$ cat src/rtl/sort_buffer_mem.sv
// Working memory for the sort datapath: loads one batch over a valid/ready stream,
// lends the array to the datapath while sorting, then drains it in address order.
module sort_buffer_mem #(
  parameter int DATA_W = 8,
  parameter int ADDR_W = 5,
  parameter int DEPTH  = 32
) (
  input  logic              clk,
  input  logic              rst,
  input  logic              in_valid,
  input  logic [DATA_W-1:0] in_data,
  output logic              in_ready,
  output logic              load_done,
  input  logic              dp_rd,
  input  logic              dp_wr,
  input  logic [ADDR_W-1:0] dp_adr,
  input  logic [DATA_W-1:0] dp_wdata,
  output logic [DATA_W-1:0] dp_rdata,
  input  logic              sort_done,
  output logic              out_valid,
  output logic [DATA_W-1:0] out_data,
  input  logic              out_ready
);

  typedef enum logic [1:0] {
    LOAD  = 2'd0,
    SORT  = 2'd1,
    FETCH = 2'd2,
    DRAIN = 2'd3
  } state_t;

  localparam logic [ADDR_W-1:0] LAST_ADR  = ADDR_W'(DEPTH - 1);
  localparam logic [ADDR_W-1:0] FIRST_ADR = '0;

  state_t            state;
  state_t            state_next;
  logic [DATA_W-1:0] mem [DEPTH];
  logic [ADDR_W-1:0] wptr;
  logic [ADDR_W-1:0] rptr;
  logic              in_hs;
  logic              out_hs;
  logic              load_last;
  logic              drain_last;

  assign in_ready   = (state == LOAD);
  assign load_done  = (state == SORT);
  assign in_hs      = in_valid & in_ready;
  assign out_hs     = out_valid & out_ready & (state == DRAIN);
  assign load_last  = (wptr == LAST_ADR);
  // rptr has already wrapped to 0 while the final element is on out_data
  assign drain_last = (rptr == FIRST_ADR);

  always_comb begin
    state_next = state;
    case (state)
      LOAD:    if (in_hs && load_last) state_next = SORT;
      SORT:    if (sort_done) state_next = FETCH;
      FETCH:   state_next = DRAIN;
      DRAIN:   if (out_hs && drain_last) state_next = LOAD;
      default: state_next = LOAD;
    endcase
  end

  always_ff @(posedge clk) begin
    if (rst) state <= LOAD;
    else     state <= state_next;
  end

  // Array contents survive reset; writes come from the load stream or, in SORT only, the datapath.
  always_ff @(posedge clk) begin
    if (!rst) begin
      if (in_hs)
        mem[wptr] <= in_data;
      else if (state == SORT && dp_wr)
        mem[dp_adr] <= dp_wdata;
    end
  end

  always_ff @(posedge clk) begin
    if (rst) begin
      wptr      <= '0;
      rptr      <= '0;
      out_valid <= 1'b0;
      out_data  <= '0;
      dp_rdata  <= '0;
    end else begin
      if (in_hs)
        wptr <= wptr + 1'b1;
      case (state)
        SORT: begin
          if (dp_rd)
            dp_rdata <= mem[dp_adr];
          if (sort_done)
            rptr <= '0;
        end
        FETCH: begin
          out_data  <= mem[FIRST_ADR];
          out_valid <= 1'b1;
          rptr      <= ADDR_W'(1);
        end
        DRAIN: begin
          if (out_hs) begin
            if (drain_last) begin
              out_valid <= 1'b0;
              wptr      <= '0;
            end else begin
              out_data <= mem[rptr];
              rptr     <= rptr + 1'b1;
            end
          end
        end
        default: ;
      endcase
    end
  end

endmodule

$ cat config.mk
export PLATFORM = sky130hd
export DESIGN_NAME = sort_buffer_mem
export DESIGN_NICKNAME = d
export VERILOG_FILES = /design/src/rtl/sort_buffer_mem.sv
export SDC_FILE = /design/constraint.sdc
export NUM_CORES = 1
export LEC_CHECK = 0
export CAP_MARGIN = 20
export CORE_MARGIN = 8
export CORE_UTILIZATION = 55
export DETAILED_ROUTE_END_ITERATION = 10
export PLACE_DENSITY = 0.72
export SLEW_MARGIN = 30
export SYNTH_ARGS = -nofsm -noshare
export SYNTH_HDL_FRONTEND = slang
export SYNTH_SLANG_ARGS = --single-unit
$ cat constraint.sdc
create_clock -name clk -period 7.8 [get_ports clk]
set_input_delay 1.17 -clock clk [delete_from_list [all_inputs] [get_ports clk]]
set_output_delay 1.17 -clock clk [all_outputs]
set_load 0.01 [all_outputs]
==> impl_metrics.yaml, run 1 <==
cells_and_area:
  final_area_um2: 15600
  layout_commonest_cell: "edfxtp_1"
  regArea_um2: 8380
  synthToLayoutAreaGrowth_pct: 10.8
  drive_gt1_share_pct: 14.8
  multi_input_area_um2: 5230
  nFillCells: 1913
  n_antenna_cell: 0
  fin_nets: 1022
  stdcell_count: 1337
  final_cell_mix: "edfxtp_1, mux2i_1, a22oi_1, nor2_1, a21oi_1"
clocking:
  cts_resized: 0
  cts-root-buf: "clkbuf_16"
  post_cts.repair.setup_buffers: 0
  cts_sinks: 290
  clk_path_buf_depth: 3
  cts_tree: "built"
  worstSkewPairLatency_ns: 0.55
  clkSlewWorstSetupHoldPaths_ns: 0.06
  hold_buffers: 0
  htree_num_levels: 1
  numCtsBuffers: 29
place:
  io_buffers: 46
  hpwl_um: 25500
  dpl_cell_area_um2: 14600
  gp_congestion: 0.922
  dp.cells: 1282
setup_path:
  cp-end-kind: "flop"
  cpPeakStageDelay_ns: 0.75
  cp_slowest_cell: "clkdlybuf4s50_1"
  critPathMaxFanout: 18
  crit_family: "simple AND/OR/NAND/NOR gates"
  crit_chain: "clkdlybuf4s50_1, nor3_4, buf_6, mux2i_1, nand2_1, nor2_1"
  crit_path_start_kind: "primary input"
  cp_num_buf_inv: 2
  worstPathRequired_ns: 7.98
  arrival_ns: 4.12
  crit_type: "in -> reg"
floorplan:
  initial_core_util_pct: 56.0
  rows: 58
  die_w_um: 176
  die_h_um: 176
  ios: 47
  die_area_um2: 30900
  core_um2: 25100
synth:
  ys.warnings.count: 0
  ys_ff_latch: 290
  synth_cells: 969
  synth_edf_count: 256
  syn_avg_cell_area_um2: 14.5
  ys.flop_type: "edfxtp_1"
  ys_types: 49
  syn-num-nets: 1006
  synth_area_um2: 14100
  ys_seq_area_share_pct: 59.5
  ys_async_sr_fraction_pct: 0
detailed_routing:
  drc: 0
  viasPerCell: 6.81
  top_layer_used: "met4"
  dr.pass1.iters: 5
  wl_met1_um: 15200
  first_iter_violations: 1035
  wl_um: 38700
  ant_nets: 0
  dr_wl_met2_um: 18500
  routedWlPerCell_um: 28.9
  vias: 9102
  route.met3.wl_um: 3470
global_routing:
  grt_max_degree: 66
  antenna_found_initial: 0
  overflow: 0
  grt_pass1_vias: 8829
  grt_pass1_wl_um: 57300
  grtUsageTotal_pct: 24.8
sta:
  finClkSkew_ns: 0.0191
  worst_pin_slew_ns: 0.918
  relSlewSlack_pct: 38.8
  tns_ns: 0
  hold_slack_ns: 0.503
  finalCriticalPeriod_ns: 3.95
  setup_viol: 0
  fin_crit_sh_pct: 50.6
  grt_setup_unrepaired: "no"
  max_freq_mhz: 253
  hold_violations: 0
  drv_slew: 0
job:
  maxCapViolCount: 0
worst_hold_path:
  hold_class: "reg -> reg"
power_and_ir_drop:
  pwr_density_cell_nw_per_um2: 210
  vdd_drop_max_mv: 0.235
  leakage_nw: 5.22
run_status:
  status: "complete, no violations"
per-layer routing:
layer  vias to the layer above  track usage [%]
met4                         0             9.40
met3                       111             4.38
met2                       575             40.3
met5                         -                0
li1                       3878                -
met1                      4538             32.9
synth_stat cells (3+ instances only):
library cell / number / area (µm²)
buf_4: 6 / 45.0
buf_12: 3 / 60.1
nand2b_1: 12 / 75.1
buf_2: 18 / 90.1
o21ai_1: 8 / 40.0
clkbuf_1: 30 / 113
o41ai_1: 3 / 26.3
mux2i_1: 170 / 1700
o2111ai_1: 8 / 70.1
a21oi_1: 48 / 240
or4_1: 5 / 37.5
a22oi_1: 72 / 541
mux2_2: 41 / 462
dfxtp_1: 34 / 681
and2_1: 4 / 25.0
nor3_1: 3 / 15.0
nor2b_1: 14 / 87.6
nand2_1: 29 / 109
a31o_1: 8 / 70.1
a31oi_1: 3 / 18.8
ha_1: 9 / 113
nor2_1: 55 / 206
o21ai_0: 13 / 65.1
o211a_1: 3 / 30.0
xor2_1: 5 / 43.8
o22ai_1: 16 / 100
edfxtp_1: 256 / 7690
buf_1: 4 / 15.0
mux4_2: 40 / 901
nor4b_1: 4 / 35.0
nand4_1: 6 / 37.5
buf_6: 11 / 124
and3_1: 3 / 18.8
inv_1: 7 / 26.3
where the power goes:
| group | switching, mW | leakage (nW) | internal [mW] |
|---|---|---|---|
| logic | 0.106 | 2.15 | 0.0552 |
| clock network | 0.572 | 0.487 | 0.838 |
| registers | 0.00457 | 2.58 | 1.69 |
flip-flops by register name, summed over array words and instances, names as in the netlist, named ones only:
signal     flops
wptr           5
mem          256
out_data       8
rptr           5
dp_rdata       8
state          2
out_valid      1
per-stage QoR:
step / util (%) / power [mW] / setup slack, ns
after CTS: 61.9 / 3.28 / 3.64
after global routing: 62.1 / 3.34 / 3.68
final: 62.1 / 3.27 / 3.85
after global placement: 58.0 / 1.89 / 3.15
after floorplan: - / 1.83 / 4.81
after detailed placement: 58.0 / 1.89 / 3.10
area by class of cell:
type / instances / area share (%)
sequential: 290 / 53.7
multi-input combinational: 600 / 33.5
clock buffer: 38 / 5.27
timing repair buffer: 57 / 3.65
tap: 330 / 2.65
clock inverter: 15 / 0.996
inverter: 7 / 0.169
cells by family (layout without fill, tap and decap cells):
family / after synthesis / count (layout) / share of synthesized area, %
XOR/XNOR: 6 / 6 / 0.374
multiplexers: 251 / 251 / 21.8
buffers and inverters: 79 / 117 / 3.36
AND/OR/NAND/NOR: 144 / 144 / 5.13
flip-flops: 290 / 290 / 59.5
adder cells (fa/ha/maj): 9 / 9 / 0.801
AO/OA/AOI/OAI: 190 / 190 / 9.02
path summary, 6_finish.rpt:
path / start / endpoint / slack [ns] / cells past startpoint
worst max register to register: state[0] / mem[18][2] / 4.33 / 8
worst min register to register: dp_rdata[7] / dp_rdata[7] / 0.50 / 1
worst min-delay path: dp_rdata[7] / dp_rdata[7] / 0.50 / 1
worst max-delay path: rst / mem[18][2] / 3.85 / 6
No activity file was read; power rests on OpenSTA's default activity.
==> inputs of run 2 (changes only) <==
- clock period: 7.8 -> 3.76 ns (I/O delays scaled with it)
==> run 2 against run 1 <==
Sequential power grew 110%. Sequential cell count is the same. Count of clock-buffer cells in the layout is 4 lower. Worst hold slack better by 0.018 ns. Wire length down 1.2%.
==> impl_metrics.yaml, run 2 (synthesis gave the netlist of run 1 again) <==
place:
  gp_congestion: 0.936
  io_buffers: 46
  hpwl_um: 25700
  dpl_cell_area_um2: 14800
setup_path:
  worstPathRequired_ns: 4.17
  crit_type: "in -> reg"
  r2r-end: "mem[19][6]"
  regToRegSetupSlack_ns: 0.80
  crit_path_start_kind: "primary input"
  cp-end-kind: "flop"
  arrival_ns: 3.44
  r2r_cells: 7
  r2r_start: "state[0]"
  critPathMaxFanout: 20
floorplan:
  ios: 47
  die_w_um: 176
  die_area_um2: 30900
  rows: 58
  core_um2: 25100
  initial_core_util_pct: 56.0
  die_h_um: 176
detailed_routing:
  dr.pass1.iters: 7
  first_iter_violations: 1067
  wl_um: 38300
  ant_nets: 0
  drc: 0
  viasPerCell: 6.59
  routedWlPerCell_um: 27.9
  vias: 9022
clocking:
  htree_num_levels: 1
  clkSlewWorstSetupHoldPaths_ns: 0.06
  clk_path_buf_depth: 3
  numCtsBuffers: 30
  cts_resized: 0
  cts-root-buf: "clkbuf_16"
  worstSkewPairLatency_ns: 0.56
  hold_buffers: 0
  post_cts.repair.setup_buffers: 0
  cts_tree: "built"
  cts_sinks: 290
job:
  maxCapViolCount: 0
sta:
  hold_violations: 0
  setup_viol: 0
  finalCriticalPeriod_ns: 3.03
  tns_ns: 0
  max_freq_mhz: 330
  relSlewSlack_pct: 35.8
  worst_pin_slew_ns: 0.962
  finClkSkew_ns: 0.00949
  fin_crit_sh_pct: 80.6
  grt_setup_unrepaired: "no"
  drv_slew: 0
global_routing:
  antenna_found_initial: 0
  grt_pass1_vias: 8894
  grtUsageTotal_pct: 24.6
  grt_pass1_wl_um: 57000
  overflow: 0
  grt_max_degree: 46
cells_and_area:
  regArea_um2: 8380
  multi_input_area_um2: 5230
  fin_nets: 1051
  reg_top3: "mem (256), dp_rdata (8), out_data (8)"
  layout_commonest_cell: "edfxtp_1"
  largest_register: "mem"
  drive_gt1_share_pct: 17.4
  final_cell_mix: "edfxtp_1, mux2i_1, a22oi_1, nor2_1, a21oi_1"
  largest_reg_flops: 256
  synthToLayoutAreaGrowth_pct: 12.8
  nFillCells: 1929
  final_area_um2: 15900
worst_hold_path:
  hold_class: "reg -> reg"
  hold_path.startpoint: "rptr[1]"
  hold_depth: 2
run_status:
  status: "complete, no violations"
power_and_ir_drop:
  vdd_drop_max_mv: 0.374
  leakage_nw: 5.39
  pwr_density_cell_nw_per_um2: 438
## run 2: cell count changes in the layout (fill, tap and decap cells not counted), sizes merged
cell	before	now
clkbuf	38	34
diode	0	1
clkinv	10	15
inv	9	7
buf	12	40
clkinvlp	0	2
bufinv	3	5
## run 2: layout make-up
type / count / share of cell area (%)
Antenna cell: 1 / 0.0158
Sequential cell: 290 / 52.8
Tap cell: 330 / 2.60
Clock inverter: 22 / 1.48
Multi-Input combinational cell: 600 / 33.0
Timing Repair Buffer: 85 / 4.92
Clock buffer: 34 / 5.03
Inverter: 7 / 0.166
## run 2: where the power goes
part / internal (mW) / switching, mW
logic: 0.121 / 0.215
registers: 3.51 / 0.00905
clock network: 1.86 / 1.23
total: 5.49 / 1.46
## run 2: how the worst max path moves through the flow
stage,startpoint,end,cells past startpoint,slack [ns]
after floorplan,state[0],mem[28][0],8,1.21
after global placement,dp_adr[2],dp_rdata[2],7,0.28
after detailed placement,dp_adr[2],dp_rdata[2],7,0.27
after CTS,state[0],mem[19][4],7,0.82
after global routing,state[0],mem[19][2],8,0.61
final,dp_adr[2],dp_rdata[1],7,0.73
## run 2: worst max-delay path, stage by stage
cell and delay [ns]:
clkdlybuf4s50_1 0.87, nor2b_2 0.82, buf_4 0.45, a22oi_1 0.18
a21oi_1 0.31, or4_1 0.17, a21oi_1 0.07
## run 2: through the flow
step	setup WS [ns]	utilization, %	power [mW]	hold slack (ns)	instances
2_1_floorplan	1.21	-	3.80	0.476	969
5_1_grt	0.611	63.2	7.10	0.545	1368
6_report	0.728	63.2	6.95	0.520	1369
3_3_place_gp	0.280	59.0	3.92	0.487	1312
3_5_place_dp	0.266	59.0	3.92	0.501	1312
4_1_cts	0.816	63.2	6.97	0.518	1368
## run 2: metal layers
| metal | global-route usage [%] | part of all wire [%] | vias up |
|---|---|---|---|
| met2 | 39.7 | 48 | 463 |
| met1 | 33.4 | 40 | 4531 |
| li1 | - | - | 3937 |
| met3 | 3.82 | 8.2 | 91 |
| met5 | 0 | 0 | - |
| met4 | 8.55 | 3.7 | 0 |
